[src/rtl/ex_muldiv_seq_pkg.sv]
// Shared types and constants for the RV32M multiply/divide sequencer.
package ex_muldiv_seq_pkg;

    localparam int MULDIV_XLEN  = 32;
    localparam int MULDIV_ITERS = 32;
    localparam int MULDIV_CNT_W = $clog2(MULDIV_ITERS) + 1;

    typedef enum logic [2:0] {
        OP_MUL    = 3'd0,
        OP_MULH   = 3'd1,
        OP_MULHSU = 3'd2,
        OP_MULHU  = 3'd3,
        OP_DIV    = 3'd4,
        OP_DIVU   = 3'd5,
        OP_REM    = 3'd6,
        OP_REMU   = 3'd7
    } muldiv_op_t;

    function automatic logic op_is_div(muldiv_op_t op);
        return op inside {OP_DIV, OP_DIVU, OP_REM, OP_REMU};
    endfunction

    function automatic logic op_is_rem(muldiv_op_t op);
        return op inside {OP_REM, OP_REMU};
    endfunction

    // rs1 is interpreted as signed by every op except the fully unsigned ones
    function automatic logic op_a_signed(muldiv_op_t op);
        return op inside {OP_MUL, OP_MULH, OP_MULHSU, OP_DIV, OP_REM};
    endfunction

    // rs2 is unsigned for MULHSU as well as the *U ops
    function automatic logic op_b_signed(muldiv_op_t op);
        return op inside {OP_MUL, OP_MULH, OP_DIV, OP_REM};
    endfunction

endpackage

[src/rtl/ex_muldiv_seq_if.sv]
// Execute-stage handshake between EX and the multiply/divide sequencer.
interface ex_muldiv_seq_if;
    import ex_muldiv_seq_pkg::*;

    logic                   i_start;
    muldiv_op_t             i_op;
    logic [MULDIV_XLEN-1:0] i_a;
    logic [MULDIV_XLEN-1:0] i_b;
    logic                   i_hold;
    logic                   i_flush;
    logic                   o_stall;
    logic                   o_done;
    logic [MULDIV_XLEN-1:0] o_result;

    // EX side drives the op and consumes the stall/result
    modport master (
        output i_start, i_op, i_a, i_b, i_hold, i_flush,
        input  o_stall, o_done, o_result
    );

    // sequencer side
    modport slave (
        input  i_start, i_op, i_a, i_b, i_hold, i_flush,
        output o_stall, o_done, o_result
    );

endinterface

[src/rtl/ex_muldiv_seq.sv]
// Iterative RV32M sequencer: magnitude shift-add multiply and restoring
// divide, one step per cycle, with sign fixup folded into the final step.
module ex_muldiv_seq
    import ex_muldiv_seq_pkg::*;
#(
    parameter int XLEN  = MULDIV_XLEN,
    parameter int ITERS = MULDIV_ITERS
) (
    input  logic           clk,
    input  logic           rst_n,
    ex_muldiv_seq_if.slave bus
);

    localparam int CNT_W = $clog2(ITERS) + 1;
    localparam logic [CNT_W-1:0] CNT_LAST = CNT_W'(ITERS - 1);
    localparam logic [XLEN-1:0]  INT_MIN  = {1'b1, {(XLEN-1){1'b0}}};

    typedef enum logic [1:0] {
        ST_IDLE,
        ST_CALC,
        ST_DONE
    } state_t;

    state_t            state;
    state_t            state_next;
    logic [CNT_W-1:0]  cnt;
    muldiv_op_t        op_q;
    logic [XLEN-1:0]   b_mag;
    logic              res_neg;
    logic [2*XLEN-1:0] acc;
    logic [XLEN-1:0]   result_q;

    logic              a_sign;
    logic              b_sign;
    logic [XLEN-1:0]   a_abs;
    logic [XLEN-1:0]   b_abs;
    logic              is_special;
    logic [XLEN-1:0]   special_result;

    logic [XLEN:0]     mul_sum;
    logic [XLEN:0]     div_diff;
    logic [2*XLEN-1:0] acc_step;
    logic [2*XLEN-1:0] prod_fix;
    logic [XLEN-1:0]   quo;
    logic [XLEN-1:0]   rem;
    logic [XLEN-1:0]   final_result;

    // Decode incoming operands: masked sign bits, magnitudes and fixed-result cases
    always_comb begin
        logic b_zero;
        logic ovf;
        a_sign = bus.i_a[XLEN-1] & op_a_signed(bus.i_op);
        b_sign = bus.i_b[XLEN-1] & op_b_signed(bus.i_op);
        a_abs  = a_sign ? -bus.i_a : bus.i_a;
        b_abs  = b_sign ? -bus.i_b : bus.i_b;
        b_zero = (bus.i_b == '0);
        ovf    = (bus.i_op inside {OP_DIV, OP_REM}) &&
                 (bus.i_a == INT_MIN) && (bus.i_b == '1);
        is_special = op_is_div(bus.i_op) && (b_zero || ovf);
        special_result = '0;
        if (b_zero) begin
            special_result = op_is_rem(bus.i_op) ? bus.i_a : '1;
        end else begin
            special_result = op_is_rem(bus.i_op) ? '0 : INT_MIN;
        end
    end

    // One iteration of the engine plus the sign-corrected result it would yield
    always_comb begin
        mul_sum  = {1'b0, acc[2*XLEN-1:XLEN]} + {1'b0, (acc[0] ? b_mag : '0)};
        div_diff = acc[2*XLEN-1:XLEN-1] - {1'b0, b_mag};
        acc_step = '0;
        if (op_is_div(op_q)) begin
            if (div_diff[XLEN]) begin
                acc_step = {acc[2*XLEN-2:0], 1'b0};
            end else begin
                acc_step = {div_diff[XLEN-1:0], acc[XLEN-2:0], 1'b1};
            end
        end else begin
            acc_step = {mul_sum, acc[XLEN-1:1]};
        end

        prod_fix = res_neg ? -acc_step : acc_step;
        quo      = acc_step[XLEN-1:0];
        rem      = acc_step[2*XLEN-1:XLEN];
        final_result = '0;
        case (op_q)
            OP_MUL:                       final_result = prod_fix[XLEN-1:0];
            OP_MULH, OP_MULHSU, OP_MULHU: final_result = prod_fix[2*XLEN-1:XLEN];
            OP_DIV, OP_DIVU:              final_result = res_neg ? -quo : quo;
            OP_REM, OP_REMU:              final_result = res_neg ? -rem : rem;
            default:                      final_result = '0;
        endcase
    end

    // FSM state register
    always_ff @(posedge clk or negedge rst_n) begin
        if (!rst_n) begin
            state <= ST_IDLE;
        end else begin
            state <= state_next;
        end
    end

    // Next-state logic and EX-facing handshake; flush beats start and hold
    always_comb begin
        state_next  = state;
        bus.o_stall = bus.i_start & (state != ST_DONE);
        bus.o_done  = (state == ST_DONE);
        case (state)
            ST_IDLE: begin
                if (bus.i_start) begin
                    state_next = is_special ? ST_DONE : ST_CALC;
                end
            end
            ST_CALC: begin
                if (cnt == CNT_LAST) begin
                    state_next = ST_DONE;
                end
            end
            ST_DONE: begin
                if (!bus.i_hold) begin
                    state_next = ST_IDLE;
                end
            end
            default: state_next = ST_IDLE;
        endcase
        if (bus.i_flush) begin
            state_next = ST_IDLE;
        end
    end

    // Operand latch, iteration datapath and registered result
    always_ff @(posedge clk or negedge rst_n) begin
        if (!rst_n) begin
            cnt      <= '0;
            op_q     <= OP_MUL;
            b_mag    <= '0;
            res_neg  <= 1'b0;
            acc      <= '0;
            result_q <= '0;
        end else if (!bus.i_flush) begin
            case (state)
                ST_IDLE: begin
                    if (bus.i_start) begin
                        op_q    <= bus.i_op;
                        b_mag   <= b_abs;
                        res_neg <= op_is_rem(bus.i_op) ? a_sign : (a_sign ^ b_sign);
                        acc     <= {{XLEN{1'b0}}, a_abs};
                        cnt     <= '0;
                        if (is_special) begin
                            result_q <= special_result;
                        end
                    end
                end
                ST_CALC: begin
                    acc <= acc_step;
                    cnt <= cnt + CNT_W'(1);
                    if (cnt == CNT_LAST) begin
                        result_q <= final_result;
                    end
                end
                default: ;
            endcase
        end
    end

    assign bus.o_result = result_q;

endmodule

[src/flat_wrapper.sv]
// flat-port wrapper written by rule: the top's interface ports become plain ports
module ex_muldiv_seq_flat import ex_muldiv_seq_pkg::*;
#(
    parameter int XLEN  = MULDIV_XLEN,
    parameter int ITERS = MULDIV_ITERS
)
  (clk, rst_n, bus_i_start, bus_i_op, bus_i_a, bus_i_b, bus_i_hold, bus_i_flush, bus_o_stall, bus_o_done, bus_o_result);
  ex_muldiv_seq_if bus_i ();
  input  logic clk;
  input  logic rst_n;
  input wire logic [$bits(bus_i.i_start)-1:0] bus_i_start;
  input wire logic [$bits(bus_i.i_op)-1:0] bus_i_op;
  input wire logic [$bits(bus_i.i_a)-1:0] bus_i_a;
  input wire logic [$bits(bus_i.i_b)-1:0] bus_i_b;
  input wire logic [$bits(bus_i.i_hold)-1:0] bus_i_hold;
  input wire logic [$bits(bus_i.i_flush)-1:0] bus_i_flush;
  output wire logic [$bits(bus_i.o_stall)-1:0] bus_o_stall;
  output wire logic [$bits(bus_i.o_done)-1:0] bus_o_done;
  output wire logic [$bits(bus_i.o_result)-1:0] bus_o_result;
  assign bus_i.i_start = bus_i_start;
  assign bus_i.i_op = bus_i_op;
  assign bus_i.i_a = bus_i_a;
  assign bus_i.i_b = bus_i_b;
  assign bus_i.i_hold = bus_i_hold;
  assign bus_i.i_flush = bus_i_flush;
  assign bus_o_stall = bus_i.o_stall;
  assign bus_o_done = bus_i.o_done;
  assign bus_o_result = bus_i.o_result;
  ex_muldiv_seq #(.XLEN(XLEN), .ITERS(ITERS)) u_core (.clk(clk), .rst_n(rst_n), .bus(bus_i));
endmodule
[config.mk]
export PLATFORM = sky130hd
export DESIGN_NAME = ex_muldiv_seq_flat
export DESIGN_NICKNAME = d
export VERILOG_FILES = /design/src/rtl/ex_muldiv_seq_pkg.sv /design/src/rtl/ex_muldiv_seq_if.sv /design/src/rtl/ex_muldiv_seq.sv /design/src/flat_wrapper.sv
export SDC_FILE = /design/constraint.sdc
export NUM_CORES = 1
export LEC_CHECK = 0
export BUFFER_PORTS_ARGS = -buffer_cell sky130_fd_sc_hd__buf_2
export CAP_MARGIN = 15
export CORE_MARGIN = 1
export CORE_UTILIZATION = 40
export DETAILED_ROUTE_END_ITERATION = 12
export PLACE_DENSITY_LB_ADDON = 0.2
export SLEW_MARGIN = 30
export SYNTH_ARGS = -nofsm -noshare
export SYNTH_HDL_FRONTEND = slang
export SYNTH_SLANG_ARGS = --single-unit
[constraint.sdc]
create_clock -name clk -period 16.06 [get_ports clk]
set_input_delay 1.606 -clock clk [delete_from_list [all_inputs] [get_ports clk]]
set_output_delay 1.606 -clock clk [all_outputs]
set_load 0.01 [all_outputs]
; ---- Word level (Yosys, flattened, before mapping)
; Index checks and enable logic that the tools add are counted.
[totals]
ff_bits = 140
in_bits = 72
wordCells = 94
[op_classes]
add_sub_neg = 8
eq_ne = 25
muxes = 27
bitwise = 5
reduce_logical = 22
[ops]
columns = operator, n
row1 = 32-bit two-way mux, 11
row2 = 64-bit two-way mux, 4
row3 = 32-bit negator, 4
row4 = 32-bit case mux with 4 select lines, 1
row5 = 64-bit case mux with 2 select lines, 1
row6 = 32-bit equality test (second input constant), 2
row7 = 64-bit negator, 1
row8 = 32-bit case mux with 2 select lines, 1
row9 = 32-bit by 32-bit adder with 33-bit output, 1
row10 = 33-bit by 32-bit subtractor with 33-bit output, 1
row11 = 32-bit zero test, 1
row12 = 3-bit equality test (second input constant), 8
row13 = 6-bit case mux with 2 select lines, 1
row14 = 4-bit nonzero test, 3
row15 = 2-bit two-way mux, 5
row16 = 3-bit by 2-bit equality test with 1-bit output (second input constant), 3
row17 = 3-bit AND reduction, 3
row18 = 6-bit by 1-bit adder with 6-bit output (second input constant), 1
row19 = 3-bit by 1-bit equality test with 1-bit output (second input constant), 2
row20 = 6-bit by 5-bit equality test with 1-bit output (second input constant), 1
row21 = 3-bit zero test, 2
row22 = 6-bit two-way mux, 1
row23 = 3-bit inequality test (second input constant), 2
row24 = 2-bit case mux with 3 select lines, 1
row25 = other kinds (17), 26

; ---- Depth between registers and ports, before layout
; Gate-level depths: netlist (run 1).
[depth]
ltp_word = 10
mapped_depth = 26
depth_no_buf = 25

; ---- Worst setup path after synthesis (run 1)
; No wires, ideal clock.
[synth_timing]
path_type = register to register
from = reg u_core.op_q[2]
to = reg u_core.result_q[30] (netlist: u_core.bus.o_result[30])
setup_time_ns = 0.137
arrival_ns = 5.646
setup_slack_ns = 10.278
path_stages_with_launch = 25
period_less_slack_ns = 5.782
cell_sequence = dfrtp_1 buf_2 buf_2 buf_2 clkbuf_1 buf_2 buf_2 buf_2 buf_1 buf_2 mux2i_1 ha_1 nor3b_1 o221ai_1 o21bai_1 or3_1 or3_1 or3_1 and2_1 clkbuf_1 nor4_1 a41oi_1 a31o_1 a21oi_1 a21oi_1
[synth_via]
elab_chain_cells = 8
[synth_rtl]
columns = element, line
row1 = from (decl), ex_muldiv_seq.sv:27  ; muldiv_op_t op_q;
row2 = from (signal assigned), ex_muldiv_seq.sv:146  ; op_q <= bus.i_op;
row3 = 3-bit equality test, "ex_muldiv_seq_pkg.sv:20, ex_muldiv_seq.sv:87"
row4 = 4-bit nonzero test, ex_muldiv_seq_pkg.sv:20  ; return op inside {OP_DIV, OP_DIVU, OP_REM, OP_REMU};
row5 = 64-bit two-way mux, ex_muldiv_seq.sv:73  ; if (op_is_div(op_q)) begin
row6 = "64-bit negator, or another cell as far along", ex_muldiv_seq.sv:83  ; prod_fix = res_neg ? -acc_step : acc_step;
row7 = "64-bit two-way mux, or another cell as far along", ex_muldiv_seq.sv:83
row8 = 32-bit case mux with 4 select lines *, ex_muldiv_seq.sv:87  ; case (op_q)
row9 = 32-bit two-way mux *, ex_muldiv_seq.sv:159  ; if (cnt == CNT_LAST) begin
row10 = 32-bit case mux with 2 select lines *, ex_muldiv_seq.sv:143  ; case (state)
row11 = to (signal assigned), ex_muldiv_seq.sv:152  ; result_q <= special_result;
row12 = to (signal assigned), ex_muldiv_seq.sv:160  ; result_q <= final_result;
row13 = to (decl), ex_muldiv_seq.sv:31  ; logic [XLEN-1:0] result_q;
; Mark *: on every way between the ends. The rest lies on a longest branch, timed or not. The select of a mux whose other input is x is not followed.
; A chain may end at the register's enable or synchronous reset.

; ---- Worst setup path after layout (run 1)
[layout_timing]
from = reg u_core.acc[31]
to = reg u_core.result_q[30] (netlist: u_core.bus.o_result[30])
[layout_via]
elab_chain_cells = 8
[layout_rtl]
columns = element, line
row1 = from (decl), ex_muldiv_seq.sv:30  ; logic [2*XLEN-1:0] acc;
row2 = from (signal assigned), ex_muldiv_seq.sv:149  ; acc <= {{XLEN{1'b0}}, a_abs};
row3 = from (signal assigned), ex_muldiv_seq.sv:157  ; acc <= acc_step;
row4 = 33-bit by 32-bit subtractor with 33-bit output, ex_muldiv_seq.sv:71  ; div_diff = acc[2*XLEN-1:XLEN-1] - {1'b0, b_mag};
row5 = 64-bit two-way mux, ex_muldiv_seq.sv:74  ; if (div_diff[XLEN]) begin
row6 = 64-bit two-way mux *, ex_muldiv_seq.sv:73
row7 = "64-bit negator, or another cell as far along", ex_muldiv_seq.sv:83
row8 = "64-bit two-way mux, or another cell as far along", ex_muldiv_seq.sv:83
row9 = 32-bit case mux with 4 select lines *, ex_muldiv_seq.sv:87
row10 = 32-bit two-way mux *, ex_muldiv_seq.sv:159
row11 = 32-bit case mux with 2 select lines *, ex_muldiv_seq.sv:143
; Marked as above.

==> results.toml, run 1 <==
[run_status]
status = "completed"

[power]
pwr-share-clk = 0.106
internal-power_w = 0.001789
p_sw_w = 0.002342
seqPwrFrac = 0.171
vdd_drop_max_mv = 0.1104
swShare = 0.5669
leakagePower_nw = 6.936
combPwrFrac = 0.723
p_per_area_nw_per_um2 = 250.1

[clock_network]
clk_pin_slew_ns = 0.07
insertion_delay_ns = 0.46
clock_sinks = 140
cts.path.max_buffers = 2
cts-buffers-inserted = 17
cts_max_level = 4
cts_resized = 0
root_buffer = "clkbuf_16"
post-cts-setup-buffer-count = 0
cts_tree = "built"
postCtsHoldBufs = 0

[sta]
worst_slew_pin_slew_ns = 1.100
clock_skew_ns = 0.01529
setup_viol = 0
finalMaxSlewViolations = 0
rsz0062_at_grt = "no"
min_period_ns = 6.896
fmax_ghz = 0.1450
hold_viol = 0
setup_tns_ns = 0
slew_headroom = 0.2548
fin_crit_sh = 0.4294
fin_hold_ws_ns = 0.5042

[routing]
ant_nets = 0
wire_per_inst_um = 23.11
routed_wl_um = 58930
drc = 0
vias_per_cell = 6.278
drt_iter0_markers = 1617
firstDrtPassIters = 5
num_vias = 16010

[place]
dpl-instance-area_um2 = 15890
post-place-cells = 2518
gp_congestion = 0.9975
hpwl_um = 44410
portBuffers = 105

[synth]
synthTopCellsByArea = "dfrtp_1 (23%), nor2_1 (6.9%), a21oi_1 (6.5%)"
syn-mean-instance-area_um2 = 7.394
syn-num-nets = 2171
synthSimpleGateAreaFrac = 0.2371
netlist_area_um2 = 14990
synth_compound_area_frac = 0.2938
synth_mux_area_frac = 0.03655
ys_async_sr_fraction = 1.000
synth_top_area_share = 0.2336
synth_commonest_cells = "nor2_1 (276), nand2_1 (210), a21oi_1 (196), o21ai_0 (172), dfrtp_1 (140)"
synth_top_family_by_area = "compound AO/OA/AOI/OAI gates"
syn_inst = 2028
synth_fa_ha_area_frac = 0.06025
ys_seq_area_frac = 0.2336
synth-seq-cells = 140
ys_types = 98
synth_most_common_cell = "nor2_1"
yosysWarnings = 0
synth_top_area_cell = "dfrtp_1"
ys.flop_type = "dfrtp_1"
synth-edff-count = 0
synth-xor-area-share = 0.09362

[grt]
antenna_found_initial = 1
grt_pass1_vias = 14920
grt_util_all_layers = 0.3094
grt_max_degree = 87
overflow = 0
grt_pass1_wl_um = 90890

[critical_path]
cpMaxStageDelayCell = "or3_1"
worst_ep_required_time_ns = 16.37
cp.arrival_ns = 7.20
startpoint_type = "flop"
cp-end-kind = "flop"
critPathMostFrequentCell = "or3_1"
path_cells = "inv_1 > ha_1 > fa_1 > nand2b_1 > a21o_1 > a31oi_4 > a31oi_4 > o21a_4 > xnor2_4 > nand2_1 > a21boi_0 > ha_1 > nor3b_1 > o221ai_1 > o21bai_1 > or3_1 > or3_1 > or3_1 > and2_1 > nor4_1 > a41oi_1 > a31o_1 > a21oi_1 > a21oi_1"
critPathKind = "reg2reg"
cpPeakStageDelay_ns = 0.59
worst-path-max-fanout = 11

[die]
initial_core_util = 0.4076
pin_count = 106
die_area_um2 = 38260
rows = 70
die_x_um = 195.6
coreArea_um2 = 36790
die-height_um = 195.6

[hold_path]
hp-class = "reg2reg"

[cells_and_area]
design_area_um2 = 16510
final_util = 0.4489
fillerInstances = 3840
synthToLayoutAreaGrowth_pct = 10.14
layout-drive-gt1-share = 0.1129
final_nets = 2212
fin_cells = 2550

[run]
drv_cap = 0
-- final cells by class --
type                       count  area (µm²)  area share
tap                          468       585.6     0.03546
antenna                        1       2.502   0.0001515
multi-input combinational   1722       10870      0.6582
clock buffer                  19       442.9     0.02682
clock inverter                12       171.4     0.01038
sequential                   140        3508      0.2124
inverter                      60       225.2     0.01364
timing repair buffer         128       708.2     0.04288
-- final timing paths --
check	depth (start not counted)	end	startpoint	slack (ns)
max	24	u_core.bus.o_result[30]	u_core.acc[31]	9.16
min	2	u_core.bus.o_result[9]	u_core.bus.o_result[9]	0.50
max reg2reg	24	u_core.bus.o_result[30]	u_core.acc[31]	9.16
min reg2reg	2	u_core.bus.o_result[9]	u_core.bus.o_result[9]	0.50
max in group asynchronous	2	u_core.b_mag[10]	rst_n	13.72
min in group asynchronous	1	u_core.acc[9]	rst_n	1.20
-- flip-flops by register name, summed over array words and instances (netlist names) --
| register | count |
|---|---|
| u_core.state | 2 |
| u_core.op_q | 3 |
| u_core.acc | 64 |
| u_core.res_neg | 1 |
| u_core.b_mag | 32 |
| u_core.bus.o_result | 32 |
| u_core.cnt | 6 |
-- cell usage in the layout (no fill, tap or decap), types with 12 or more instances in the layout --
cell / Yosys / layout
a21o_1: 28 / 28
a21oi_1: 196 / 196
a22o_1: 26 / 26
a31oi_1: 33 / 33
and3_1: 18 / 17
buf_2: 14 / 104
buf_4: 1 / 22
clkbuf_16: 0 / 17
dfrtp_1: 140 / 138
ha_1: 69 / 69
inv_1: 59 / 59
mux2_2: 14 / 14
mux2i_1: 39 / 39
nand2_1: 210 / 210
nand2b_1: 16 / 15
nand3_1: 36 / 36
nand4_1: 28 / 28
nor2_1: 276 / 274
nor3_1: 50 / 49
nor4_1: 14 / 14
o211ai_1: 26 / 26
o21a_1: 12 / 12
o21ai_0: 172 / 172
o31ai_1: 29 / 29
or2_2: 15 / 15
or3_1: 26 / 26
xnor2_1: 77 / 77
xor2_1: 77 / 77
-- stage by stage --
step	worst slack, ns	total power [W]
after global routing	8.718	0.004412
after CTS	9.286	0.004067
after detailed placement	9.371	0.003610
after global placement	9.660	0.003597
final	9.164	0.004130
after floorplan	10.28	0.002726
-- cell families after synthesis --
family | after synthesis
XOR/XNOR | 156
AO/OA/AOI/OAI | 682
adder cells (fa/ha/maj) | 71
buffers and inverters | 166
AND/OR/NAND/NOR | 760
flip-flops | 140
multiplexers | 53
-- power by group through the flow --
stage	combinational, W	sequential (W)	clock [W]
floorplan	0.00208	0.000641	0
global placement	0.00290	0.000699	0
detailed placement	0.00290	0.000706	0
CTS	0.00292	0.000700	0.000444
global route	0.00323	0.000726	0.000457
finish	0.00299	0.000707	0.000437
-- layer usage --
layer,track usage,up-vias,wire (µm)
li1,-,7489,-
met1,0.4384,7811,26950
met2,0.4802,647,26500
met3,0.05613,62,4434
met4,0.08282,0,1042
met5,0,-,0
-- critical path: cells and delay by family (launching register included) --
kind                     cells  cell delay (ns)
AO/OA/AOI/OAI               11             2.35
AND/OR/NAND/NOR              8             2.81
adder cells (fa/ha/maj)      3             0.91
buffers and inverters        1             0.10
flip-flops                   1             0.40
XOR/XNOR                     1             0.17
Note: power is estimated with default switching activity, not from simulation.
==> run 2: changes to the inputs <==
==> constraint.sdc (replaced) <==
create_clock -name clk -period 6.2 [get_ports clk]
set_input_delay 0.62 -clock clk [delete_from_list [all_inputs] [get_ports clk]]
set_output_delay 0.62 -clock clk [all_outputs]
set_load 0.01 [all_outputs]
==> run 2 against run 1 <==
Against the previous run: global-route usage is essentially flat; die area is the same; count of clock-buffer cells in the layout increased by 3; critical path type unchanged; highest routed layer unchanged.
==> results.toml, run 2 (same netlist as run 1, synthesis figures left out) <==
[critical_path]
cp-end-kind = "flop"
critPathKind = "reg2reg"
cpPeakStageDelay_ns = 0.44
r2r.worst_path.cells = 24
cpMaxStageDelayCell = "or3_4"
critPathMostFrequentCell = "nand2_1"
cp.arrival_ns = 6.25
reg2reg_to = "u_core.bus.o_result[4]"
path_cells = "inv_1 > ha_1 > fa_1 > nand2b_1 > a21o_1 > a31oi_4 > a31oi_4 > o21a_4 > xnor2_4 > nand2_1 > a21boi_2 > ha_1 > nor3b_2 > o221ai_1 > o21bai_1 > or3_4 > or3_1 > or3_1 > buf_4 > nand2_1 > nand2_1 > xor2_1 > a22oi_1 > a31oi_1"
ff2ff_setup_slack_ns = 0.28
worst_ep_required_time_ns = 6.52
startpoint_type = "flop"
worst-path-max-fanout = 10
reg2reg_from = "u_core.acc[31]"

[sta]
clock_skew_ns = 0.01161
hold_viol = 0
slew_headroom = 0.3019
worst_slew_pin_slew_ns = 1.043
fin_crit_sh = 0.9555
finalMaxSlewViolations = 0
setup_viol = 0
fmax_ghz = 0.1688
min_period_ns = 5.924
rsz0062_at_grt = "no"

[grt]
grt_util_all_layers = 0.3097
grt_pass1_vias = 15060
overflow = 0
grt_max_degree = 91
antenna_found_initial = 1
grt_pass1_wl_um = 90900

[routing]
drc = 0
num_vias = 16130
firstDrtPassIters = 6
routed_wl_um = 59150
ant_nets = 0
wire_per_inst_um = 22.96
drt_iter0_markers = 1660
vias_per_cell = 6.260

[power]
leakagePower_nw = 7.094
combPwrFrac = 0.723
p_sw_w = 0.006144
power_w = 0.01099
seqPwrFrac = 0.167
pwr-share-clk = 0.109
internal-power_w = 0.004844
p_per_area_nw_per_um2 = 654.5
swShare = 0.5592
vdd_drop_max_mv = 0.3816

[die]
initial_core_util = 0.4076
rows = 70
coreArea_um2 = 36790
die-height_um = 195.6
die_area_um2 = 38260
die_x_um = 195.6
pin_count = 106

[place]
dpl-instance-area_um2 = 16080
post-place-cells = 2543
hpwl_um = 45390
gp_congestion = 0.9745
portBuffers = 105

[cells_and_area]
top_register = "u_core.acc"
design_area_um2 = 16790
final_util = 0.4564
layout-drive-gt1-share = 0.1262
largest_reg_flops = 64
n_antenna_cell = 0
final_cell_mix = "nor2_1 (275), nand2_1 (210), a21oi_1 (195)"
fillerInstances = 3817
fin_cells = 2576
layout_commonest_cell = "nor2_1"
final_nets = 2238
synthToLayoutAreaGrowth_pct = 11.97

[run_status]
status = "completed"

[clock_network]
root_buffer = "clkbuf_16"
cts-buffers-inserted = 17
cts_tree = "built"
clock_sinks = 140
insertion_delay_ns = 0.46
clk_pin_slew_ns = 0.07
cts.path.max_buffers = 2
cts_max_level = 4
postCtsHoldBufs = 0

[hold_path]
hp-class = "in2async"

[run]
drv_cap = 0
run 2: cell types whose count changed in the layout (fill, tap and decap cells not counted), sizes merged:
cell,previous run,this run
clkbuf,19,23
bufinv,4,5
diode,1,0
buf,128,153
clkinv,6,3
run 2: power by group through the flow:
stage          Clock [W]  Combinational, W  Sequential [W]
2_1_floorplan          0           0.00540         0.00166
3_5_place_dp           0           0.00769         0.00183
4_1_cts          0.00121           0.00775         0.00182
3_3_place_gp           0           0.00765         0.00182
6_report         0.00120           0.00795         0.00184
5_1_grt          0.00125           0.00855         0.00188
run 2: per-layer routing:
metal	vias to the layer above	GRT usage	wire, µm
met5	-	0	0
met4	0	0.09886	1660
met3	82	0.03938	4389
met2	757	0.4798	26210
met1	7735	0.4440	26880
li1	7552	-	-
run 2: worst max-delay path by stage:
stage	start	to	slack [ns]
finish	u_core.acc[31]	u_core.bus.o_result[4]	0.28
global route	u_core.acc[31]	u_core.bus.o_result[30]	0.02
CTS	u_core.acc[31]	u_core.bus.o_result[30]	0.02
detailed placement	u_core.acc[31]	u_core.bus.o_result[30]	-0.1
global placement	u_core.acc[31]	u_core.bus.o_result[30]	0.19
floorplan	u_core.op_q[2]	u_core.bus.o_result[30]	0.42
run 2: repair_timing:
item | 4_1_cts | 5_1_grt
setup endpoints to repair | 1 | 15
gates resized for setup | 2 | 7
buffers inserted | 0 | 1
pin swaps | 0 | 1
run 2: area by class of cell:
class / count / area, µm² / share of cell area
multi-input combinational: 1722 / 10890 / 0.6489
sequential: 140 / 3508 / 0.2090
timing repair buffer: 154 / 914.6 / 0.05448
tap: 468 / 585.6 / 0.03488
clock buffer: 22 / 474.2 / 0.02825
inverter: 60 / 225.2 / 0.01341
clock inverter: 10 / 186.4 / 0.01110
run 2: critical path: cells and delay by family, from the launching register on:
family	cells	cell delay (ns)
simple gates	8	2.20
compound gates	9	1.81
xor+xnor	2	0.30
buf+inv	2	0.28
flops	1	0.35
fa+ha+maj	3	0.83
run 2: metrics by stage:
stage | hold WS [ns] | setup WS, ns | setup TNS, ns
after floorplan | 0.3244 | 0.4177 | 0
after global placement | 0.4927 | 0.1866 | 0
after detailed placement | 0.5100 | -0.09796 | -0.09796
after CTS | 0.2882 | 0.01864 | 0
after global routing | 0.2923 | 0.02369 | 0
final | 0.2186 | 0.2757 | 0
==> run 3: changes to the inputs <==
--- a/config.mk
+++ b/config.mk
@@ -8,7 +8,7 @@
 export BUFFER_PORTS_ARGS = -buffer_cell sky130_fd_sc_hd__buf_2
 export CAP_MARGIN = 15
 export CORE_MARGIN = 1
-export CORE_UTILIZATION = 40
+export CORE_UTILIZATION = 25
 export DETAILED_ROUTE_END_ITERATION = 12
 export PLACE_DENSITY_LB_ADDON = 0.2
 export SLEW_MARGIN = 30
==> run 3 against run 2 <==
Against the previous run: the run now ends with DRC left; non-clock buffer count up 13; clock skew rose by 0.0056 ns; hold slack worse by 0.040 ns; wire length up 11%; critical path depth is the same; utilization down 17 points; critical path type unchanged; critical endpoint is now u_core.bus.o_result[0]; highest routed layer unchanged.
==> results.toml, run 3 (same netlist as run 1, synthesis figures left out) <==
[run_status]
status = "finished with violations"
violations = "DRC"

[critical_path]
critPathKind = "reg2reg"
cp-startpoint = "u_core.acc[31]"
cp-end-kind = "flop"
reg2reg_from = "u_core.acc[31]"
startpoint_type = "flop"
cp.arrival_ns = 6.25
worst_ep_required_time_ns = 6.57
worst-path-max-fanout = 6

[sta]
hold_viol = 0
finalMaxSlewViolations = 0
fmax_ghz = 0.1702
worst_slew_pin_slew_ns = 1.038
worst_slack_ns = 0.3244
rsz0062_at_grt = "no"
setup_viol = 0
setup_tns_ns = 0
min_period_ns = 5.876
slew_headroom = 0.3078
clock_skew_ns = 0.01721
fin_crit_sh = 0.9477

[grt]
grt_util_all_layers = 0.2165
grt_pass1_wl_um = 99040
grt_pass1_vias = 15270
antenna_found_initial = 1
overflow = 0
grt_max_degree = 86

[power]
vdd_drop_max_mv = 0.2788
p_per_area_nw_per_um2 = 644.1
power_w = 0.01109
leakagePower_nw = 7.125

[clock_network]
cts.path.max_buffers = 2
cts_max_level = 4
cts-buffers-inserted = 17
clock_sinks = 140
insertion_delay_ns = 0.51
root_buffer = "clkbuf_16"
cts_tree = "built"
clk_pin_slew_ns = 0.07

[die]
die_area_um2 = 60960
coreArea_um2 = 59130
pin_count = 106
die_x_um = 246.9
initial_core_util = 0.2536
die-height_um = 246.9
rows = 89

[routing]
ant_nets = 0
drt_iter0_markers = 1484
wire_per_inst_um = 22.66
drc = 8
routed_wl_um = 65590
num_vias = 16140
vias_per_cell = 5.577
firstDrtPassIters = 10

[place]
place_ws_ns = 0.002472
portBuffers = 105
gp_congestion = 0.9231
hpwl_um = 50540

[cells_and_area]
final_nets = 2251
layout-drive-gt1-share = 0.1330
layout_commonest_cell = "nor2_1"
synthToLayoutAreaGrowth_pct = 14.81
n_antenna_cell = 0
top_register = "u_core.acc"
fillerInstances = 6388
final_cell_mix = "nor2_1 (274), nand2_1 (209), a21oi_1 (195)"
largest_reg_flops = 64

[hold_path]
hp-class = "in2async"

[run]
drv_cap = 0
## run 3: cell count changes in the layout (fill, tap and decap cells not counted), sizes merged
cell	change
bufinv	-3
inv	+5
buf	+14
clkbuf	-5
clkinvlp	+2
## run 3: path summary, 6_finish.rpt
kind | end | slack (ns) | cells past startpoint
max | u_core.bus.o_result[0] | 0.32 | 24
min reg2reg | u_core.bus.o_result[24] | 0.51 | 2
max in group asynchronous | u_core.b_mag[22] | 4.87 | 3
min | u_core.acc[1] | 0.18 | 1
max reg2reg | u_core.bus.o_result[0] | 0.32 | 24
min in group clk | u_core.state[1] | 0.35 | 2
## run 3: worst max-delay path, cell delays in order (launching register included)
cell,delay (ns)
dfrtp_1,0.34
inv_1,0.07
ha_1,0.23
fa_1,0.42
nand2b_1,0.19
a21o_1,0.21
a31oi_4,0.28
a31oi_4,0.14
o21a_4,0.30
xnor2_4,0.15
nand2_1,0.12
a21boi_2,0.22
ha_1,0.19
nor3b_2,0.20
o221ai_1,0.16
o21bai_1,0.22
or3_1,0.44
or3_1,0.44
or3_1,0.46
buf_4,0.19
nand2_1,0.12
xnor2_1,0.15
o32ai_1,0.12
a21oi_1,0.28
a21oi_1,0.11
## run 3: final cells by class
type / instances / area, µm² / area share
Inverter: 60 / 225.2 / 0.01308
Sequential cell: 140 / 3508 / 0.2038
Timing Repair Buffer: 167 / 1030 / 0.05982
Clock buffer: 18 / 439.2 / 0.02551
Multi-Input combinational cell: 1722 / 10890 / 0.6324
Tap cell: 773 / 967.2 / 0.05618
Clock inverter: 14 / 158.9 / 0.009230
## run 3: what timing repair did
item                                    CTS  global route
endpoints found under the setup margin    1             9
pin swaps                                 0             1
hold buffers                              0             0
gates resized for setup                   1             8
setup buffers                             0             2
## run 3: metal layers
metal	up-vias	wire length (µm)	global-route usage
met4	0	1438	0.06318
met2	516	30030	0.3430
met1	7981	30600	0.3016
li1	7574	-	-
met3	69	3520	0.03169
met5	-	0	0
## run 3: per-stage QoR
| stage | util | cells | cell area (µm²) | hold WS (ns) |
|---|---|---|---|---|
| 2_1_floorplan | - | 2028 | 14990 | 0.3244 |
| 6_report | 0.2911 | 2894 | 17220 | 0.1783 |
| 4_1_cts | 0.2899 | 2891 | 17140 | 0.2050 |
| 5_1_grt | 0.2911 | 2894 | 17220 | 0.2380 |
| 3_3_place_gp | 0.2798 | 2859 | 16540 | 0.4926 |
| 3_5_place_dp | 0.2798 | 2859 | 16540 | 0.5002 |
## run 3: where the power goes
part | internal [W] | leakage, nW | total (W) | switching (W)
Sequential | 0.00133 | 1.71 | 0.00184 | 0.000513
Clock | 0.000607 | 0.277 | 0.00112 | 0.000511
Combinational | 0.00281 | 5.13 | 0.00813 | 0.00532
Total | 0.00475 | 7.13 | 0.0111 | 0.00634
